File: config.mk
export PLATFORM = sky130hd
export DESIGN_NAME = perf_counters
export DESIGN_NICKNAME = d
export VERILOG_FILES = /design/src/rtl/perf_pkg.sv /design/src/rtl/perf_sat_counter.sv /design/src/rtl/perf_counters.sv
export SDC_FILE = /design/constraint.sdc
export NUM_CORES = 1
export LEC_CHECK = 0
export BUFFER_PORTS_ARGS = -buffer_cell sky130_fd_sc_hd__buf_4
export CAP_MARGIN = 20
export CORE_UTILIZATION = 50
export CTS_BUF_LIST = sky130_fd_sc_hd__clkbuf_4 sky130_fd_sc_hd__clkbuf_8
export CTS_CLUSTER_DIAMETER = 30
export DETAILED_ROUTE_END_ITERATION = 8
export PLACE_DENSITY = 0.66
export SLEW_MARGIN = 0
export SYNTH_ARGS = -nofsm -noshare
export SYNTH_HDL_FRONTEND = slang
export SYNTH_SLANG_ARGS = --single-unit
File: constraint.sdc
create_clock -name clk -period 4.9 [get_ports clk]
set_input_delay 0.245 -clock clk [delete_from_list [all_inputs] [get_ports clk]]
set_output_delay 0.245 -clock clk [all_outputs]
set_load 0.01 [all_outputs]
File: src/rtl/perf_pkg.sv
`default_nettype none
// ============================================================================
//  Module      : perf_pkg
//  Description : Shared types and constants for the performance counter block:
//                control-state encoding, read-address map and counter count.
//  Revision    : 1.0 - initial release
// ============================================================================
package perf_pkg;

    // Number of physical event counters (addresses 0..NUM_CNT-1)
    localparam int NUM_CNT = 14;

    // Control state machine
    typedef enum logic [1:0] {
        ST_IDLE   = 2'd0,
        ST_RUN    = 2'd1,
        ST_FROZEN = 2'd2
    } state_e;

    localparam logic [1:0] S_IDLE   = ST_IDLE;
    localparam logic [1:0] S_RUN    = ST_RUN;
    localparam logic [1:0] S_FROZEN = ST_FROZEN;

    // Read-address map: 0..13 are counters, 14 and 15 are derived registers
    typedef enum logic [3:0] {
        CNT_CYCLES      = 4'd0,
        CNT_RETIRED     = 4'd1,
        CNT_WASTED      = 4'd2,
        CNT_UOP         = 4'd3,
        CNT_BRANCH      = 4'd4,
        CNT_TAKEN       = 4'd5,
        CNT_ISTALL_EDGE = 4'd6,
        CNT_DSTALL_EDGE = 4'd7,
        CNT_DSTALL_CYC  = 4'd8,
        CNT_LDR_EDGE    = 4'd9,
        CNT_PCSRC_EDGE  = 4'd10,
        CNT_PCWR_EDGE   = 4'd11,
        CNT_FLUSHD      = 4'd12,
        CNT_FLUSHE      = 4'd13,
        CNT_DSTALL_MAX  = 4'd14,
        CNT_OVF_MASK    = 4'd15
    } cnt_idx_e;

endpackage
`default_nettype wire

File: src/rtl/perf_sat_counter.sv
`default_nettype none
// ============================================================================
//  Module      : perf_sat_counter
//  Description : Single saturating event counter with synchronous clear and a
//                sticky overflow flag raised when an increment hits all-ones.
//  Revision    : 1.0 - initial release
// ============================================================================
module perf_sat_counter
    import perf_pkg::*;
#(
    parameter int CNT_W = 32
) (
    input  logic             clk,
    input  logic             reset,     // asynchronous, active low
    input  logic             clear,
    input  logic             inc,
    output logic [CNT_W-1:0] count,
    output logic             overflow
);

    // Count up on request, stick at all-ones and remember that it happened
    always_ff @(posedge clk or negedge reset) begin
        if (!reset) begin
            count    <= '0;
            overflow <= 1'b0;
        end else if (clear) begin
            count    <= '0;
            overflow <= 1'b0;
        end else if (inc) begin
            if (&count) begin
                overflow <= 1'b1;
            end else begin
                count <= count + 1'b1;
            end
        end
    end

endmodule
`default_nettype wire

File: src/rtl/perf_counters.sv
`default_nettype none
// ============================================================================
//  Module      : perf_counters
//  Description : Pipeline performance monitor. Fourteen saturating event
//                counters gated by an IDLE/RUN/FROZEN control FSM, a longest
//                DStall-run tracker and a registered read port.
//  Revision    : 1.0 - initial release
// ============================================================================
module perf_counters
    import perf_pkg::*;
#(
    parameter int CNT_W = 32             // must be >= NUM_CNT for the mask read
) (
    input  logic             clk,
    input  logic             reset,      // asynchronous, active low
    input  logic             start,
    input  logic             stop,
    input  logic             clear,
    input  logic [31:0]      InstrE,
    input  logic             StallE,
    input  logic             StallD,
    input  logic             StalluOp,
    input  logic             BranchE,
    input  logic             BranchTakenE,
    input  logic             IStall,
    input  logic             DStall,
    input  logic             ldrStallD,
    input  logic             PCSrcW,
    input  logic             PCWrPendingF,
    input  logic             FlushD,
    input  logic             FlushE,
    input  logic             rd_en,
    input  logic [3:0]       rd_addr,
    output logic [CNT_W-1:0] rd_data,
    output logic             rd_valid,
    output logic             running
);

    logic [1:0]         state;
    logic [1:0]         state_nxt;
    logic               run_now;

    logic [31:0]        prev_instr;
    logic               prev_istall;
    logic               prev_dstall;
    logic               prev_ldr;
    logic               prev_pcsrc;
    logic               prev_pcwr;

    logic               retire;
    logic [NUM_CNT-1:0] event_hit;
    logic [CNT_W-1:0]   counts [NUM_CNT];
    logic [NUM_CNT-1:0] ovf_mask;

    logic [CNT_W-1:0]   dstall_run;
    logic [CNT_W-1:0]   dstall_run_inc;
    logic [CNT_W-1:0]   dstall_max;

    logic [CNT_W-1:0]   rd_sources [16];
    logic [CNT_W-1:0]   mask_ext;

    // Next-state logic: clear wins, start+stop toggles between RUN and FROZEN
    always_comb begin
        state_nxt = state;
        if (clear) begin
            state_nxt = S_IDLE;
        end else begin
            case (state)
                S_IDLE:   if (start) state_nxt = S_RUN;
                S_RUN:    if (stop)  state_nxt = S_FROZEN;
                S_FROZEN: if (start) state_nxt = S_RUN;
                default:  state_nxt = S_IDLE;
            endcase
        end
    end

    // Control state register
    always_ff @(posedge clk or negedge reset) begin
        if (!reset) begin
            state <= S_IDLE;
        end else begin
            state <= state_nxt;
        end
    end

    assign run_now = (state == S_RUN);
    assign running = run_now;

    // History of edge-detected inputs, tracked in every state so a level that
    // is already high when counting starts does not look like a new edge
    always_ff @(posedge clk or negedge reset) begin
        if (!reset) begin
            prev_instr  <= '0;
            prev_istall <= 1'b0;
            prev_dstall <= 1'b0;
            prev_ldr    <= 1'b0;
            prev_pcsrc  <= 1'b0;
            prev_pcwr   <= 1'b0;
        end else begin
            prev_instr  <= InstrE;
            prev_istall <= IStall;
            prev_dstall <= DStall;
            prev_ldr    <= ldrStallD;
            prev_pcsrc  <= PCSrcW;
            prev_pcwr   <= PCWrPendingF;
        end
    end

    // A new, non-bubble instruction in execute counts as one retirement
    assign retire = (InstrE != prev_instr) && (InstrE != 32'd0);

    // Per-counter event decode
    always_comb begin
        event_hit                  = '0;
        event_hit[CNT_CYCLES]      = 1'b1;
        event_hit[CNT_RETIRED]     = retire;
        event_hit[CNT_WASTED]      = (InstrE == 32'd0) || StallE;
        event_hit[CNT_UOP]         = StallD && !StalluOp;
        event_hit[CNT_BRANCH]      = retire && BranchE;
        event_hit[CNT_TAKEN]       = retire && BranchTakenE;
        event_hit[CNT_ISTALL_EDGE] = IStall && !prev_istall;
        event_hit[CNT_DSTALL_EDGE] = DStall && !prev_dstall;
        event_hit[CNT_DSTALL_CYC]  = DStall;
        event_hit[CNT_LDR_EDGE]    = ldrStallD && !prev_ldr;
        event_hit[CNT_PCSRC_EDGE]  = PCSrcW && !prev_pcsrc;
        event_hit[CNT_PCWR_EDGE]   = PCWrPendingF && !prev_pcwr;
        event_hit[CNT_FLUSHD]      = FlushD;
        event_hit[CNT_FLUSHE]      = FlushE;
    end

    generate
        for (genvar i = 0; i < NUM_CNT; i++) begin : g_cnt
            perf_sat_counter #(
                .CNT_W (CNT_W)
            ) u_cnt (
                .clk      (clk),
                .reset    (reset),
                .clear    (clear),
                .inc      (run_now && event_hit[i]),
                .count    (counts[i]),
                .overflow (ovf_mask[i])
            );
        end
    endgenerate

    assign dstall_run_inc = (&dstall_run) ? dstall_run : dstall_run + 1'b1;

    // Longest consecutive DStall run observed while counting
    always_ff @(posedge clk or negedge reset) begin
        if (!reset) begin
            dstall_run <= '0;
            dstall_max <= '0;
        end else if (clear) begin
            dstall_run <= '0;
            dstall_max <= '0;
        end else if (!DStall) begin
            dstall_run <= '0;
        end else if (run_now) begin
            dstall_run <= dstall_run_inc;
            if (dstall_run_inc > dstall_max) begin
                dstall_max <= dstall_run_inc;
            end
        end
    end

    assign mask_ext = {{(CNT_W - NUM_CNT){1'b0}}, ovf_mask};

    // Read-address map into a flat 16-entry view
    always_comb begin
        for (int i = 0; i < 16; i++) begin
            rd_sources[i] = '0;
        end
        for (int i = 0; i < NUM_CNT; i++) begin
            rd_sources[i] = counts[i];
        end
        rd_sources[CNT_DSTALL_MAX] = dstall_max;
        rd_sources[CNT_OVF_MASK]   = mask_ext;
    end

    // Registered read port: captures pre-update values, holds when idle
    always_ff @(posedge clk or negedge reset) begin
        if (!reset) begin
            rd_data  <= '0;
            rd_valid <= 1'b0;
        end else begin
            rd_valid <= rd_en;
            if (rd_en) begin
                rd_data <= rd_sources[rd_addr];
            end
        end
    end

endmodule
`default_nettype wire

==> run_results.csv <==
group,metric,value,unit
finish,area_growth_syn_to_layout,16.3,%
floorplan,start_util,0.509,
finish,most-common-layout-cells,"dfrtp_1 (598), nor2_1 (464), nand2_1 (235)",
sta,setup_viol,0,
finish,final_cells,4592,
worst_setup_path,slowest_stage,"o311a_1",
outcome,status,"finished clean",
worst_setup_path,crit_fanout,16,
grt,overflow,0,
finish,multi_input_area,18400,µm²
sta,setup_slack,0.383,ns
worst_setup_path,critical-path-top-delay-family,"compound AO/OA/AOI/OAI gates",
placed_design,dp_cells,4268,
detailed_routing,viasPerCell,6.33,
grt,grtUsageTotal,0.312,
finish,final_core_util,0.592,
cts,cts_buffers,148,
synth,syn_area,34400,µm²
finish,fillers,5622,
worst_setup_path,required,5.58,ns
run,maxCapViolations,0,
min_path,hp-class,"input pin to async pin",
cts,cts_sinks,598,
cts,insertion_delay,0.81,ns
synth,synth-seq-cells,598,
synth,syn_nets,3542,
worst_setup_path,worstPathArrival,5.19,ns
detailed_routing,via_count,29000,
synth,ys_warn_count,0,
pwr,leakagePower,16.4,nW
detailed_routing,drtIter0Drc,3303,
finish,ff_latch_area,15000,µm²
detailed_routing,dr.pass1.iters,7,
sta,rsz0062_at_grt,"false",
cts,clk_pin_slew_worst_paths,0.05,ns
sta,period_share,0.922,
detailed_routing,routed_wl,107,mm
finish,nets,3696,
cts,post_cts_buffers,0,
placed_design,place.port_buffers,87,
synth,netlist_instances,3441,
floorplan,rows,95,
cts,ctsLongestPathBuffers,3,
floorplan,die_w,264,µm
placed_design,placed_area,35800,µm²
worst_setup_path,worstSetupStartpointType,"flip-flop",
synth,yosysTopAreaCell,"dfrtp_1",
worst_setup_path,critical_path_class,"flip-flop to flip-flop",
placed_design,dp_hpwl,77.7,mm
grt,grt_start_max_net_pins,120,
worst_setup_path,max_stage_delay,0.56,ns
pwr,peakVddDrop,0.250,mV
synth,synthArstFlopShare,1.00,
worst_setup_path,reg2reg_to,"dstall_max[3]",
synth,synth_area_leaders,"dfrtp_1 (43%), mux4_2 (9.3%), xor2_1 (5.5%), nor2_1 (5.1%), xnor2_1 (4.0%)",
sta,finalHoldViolCount,0,
floorplan,ioPinCount,88,
worst_setup_path,worst_r2r_startpoint,"dstall_run[23]",
synth,yosysUniqueCellTypes,80,
floorplan,coreArea,67600,µm²
worst_setup_path,rr_worst_depth,14,
synth,synth.avg_cell_area,10.0,µm²
placed_design,post-place-ws,0.349,ns
sta,fin_setup_tns,0,ns
cts,h-tree-depth,4,
finish,layout.cells.most_common,"dfrtp_1",
finish,drive_above_1_share,0.171,
placed_design,gp_congestion,0.957,
sta,worstMarginPinSlew,1.13,ns
sta,period_minus_slack,4.52,ns
synth,synth_flop_cell,"dfrtp_1",
synth,synth_edf_count,0,
cts,clock-root-buffer,"clkbuf_8",
grt,grt_pass1_wl,168,mm
floorplan,die-height,264,µm
sta,max_freq,0.221,GHz
sta,finalMaxSlewViolations,0,
detailed_routing,route.detailed.drc,0,
cts,cts_resized,0,
worst_setup_path,path_cells,"and4_1, nand4_1, o311a_1, and4_1, xor2_1, ha_1, nand4_1, nor3_1, a21boi_0, o41a_1, o21ai_4, buf_4, nor2_1, a211oi_1",
grt,antenna_found_initial,5,
grt,grt_pass1_vias,28300,
finish,finalInstanceArea,40000,µm²
cts,cts_tree,"yes",
detailed_routing,drtAntennaViolNets,0,
detailed_routing,routedWlPerCell,23.4,µm
sta,slew-limit-headroom,0.248,
synth,synth_top_area_share,0.435,
worst_setup_path,r2r_slack,0.38,ns
sta,fin_skew,0.0358,ns
worst_setup_path,crit_buf_inv,1,
floorplan,die_area,69900,µm²
worst_setup_path,cp-end-kind,"flip-flop",
synth,yosysSeqAreaShare,0.435,
pwr,power_density,337,nW/µm²
## final cells by class
| type | count | area share |
|---|---|---|
| Antenna cell | 3 | 0.000188 |
| Clock inverter | 69 | 0.0251 |
| Sequential cell | 598 | 0.374 |
| Clock buffer | 202 | 0.0670 |
| Tap cell | 873 | 0.0273 |
| Inverter | 81 | 0.00760 |
| Timing Repair Buffer | 178 | 0.0388 |
| Multi-Input combinational cell | 2588 | 0.460 |
## repair_timing
action | in CTS | in global routing
hold buffers | 48 | 0
endpoints found under the hold margin | 228 | 0
endpoints found under the setup margin | 0 | 12
## cell usage after synthesis, types with 6 or more instances
master    instances
nor3_1          109
buf_4             7
or4_1            54
or2_2            13
ha_1             47
a22o_1           21
nand4_1         165
o211ai_1         22
mux2i_1          30
a31oi_1           6
nor3b_1          11
nor2b_1          14
o31ai_1          32
nor2_1          464
clkbuf_1        129
nor4_1           52
nand2_1         235
mux4_2          142
dfrtp_1         598
a21o_1            6
xnor2_1         158
o21a_1            9
o21ai_0          91
inv_1            80
nand3_1         175
buf_2            21
and3_1           73
buf_1            13
mux2_2           44
a21oi_1         130
a211oi_1         35
and4_1           54
or3_1            67
xor2_1          217
and2_1           29
## worst max-delay path by stage
stage,startpoint,to,cells past startpoint
after CTS,dstall_run[16],dstall_max[3],14
after detailed placement,dstall_run[16],dstall_max[3],14
after global placement,dstall_run[23],dstall_max[5],14
after floorplan,dstall_run[10],dstall_max[10],15
after global routing,dstall_run[16],dstall_max[7],14
final,dstall_run[23],dstall_max[3],14
## power by group
part	switching, W	leakage (nW)	internal [W]
combinational	0.000624	6.30	0.000326
clock	0.00263	1.87	0.00479
sequential	0.0000742	8.25	0.00502
## per-stage QoR
stage	hold WS, ns	power [W]
final	0.101	0.0135
after detailed placement	0.373	0.00607
after floorplan	-0.0506	0.00568
after global placement	0.372	0.00605
after global routing	0.105	0.0139
after CTS	0.0684	0.0136
## cells by family after synthesis
kind of cell	after synthesis	share of synthesized area
AOI/OAI and AO/OA	396	0.0742
xor gates and xnor gates	375	0.0955
adders and majority gates	47	0.0171
buffers and inverters	256	0.0305
DFF	598	0.435
muxes	216	0.116
and+or+nand+nor	1553	0.232
## per-layer routing
metal  GRT usage  wire length, µm  up-vias
met5           0                0        -
met3      0.0643             9190      246
met1       0.426            44200    14600
li1            -                -    12900
met4       0.158             4790        0
met2       0.472            49100     1332
## flip-flops by register name, summed over array words and instances, names as in the netlist
name,count
dstall_max,32
dstall_run,32
g_cnt.u_cnt.count,448
g_cnt.u_cnt.overflow,14
prev_dstall,1
prev_instr,32
prev_istall,1
prev_ldr,1
prev_pcsrc,1
prev_pcwr,1
rd_data,32
rd_valid,1
state,2
(Power assumes the default switching activity.)
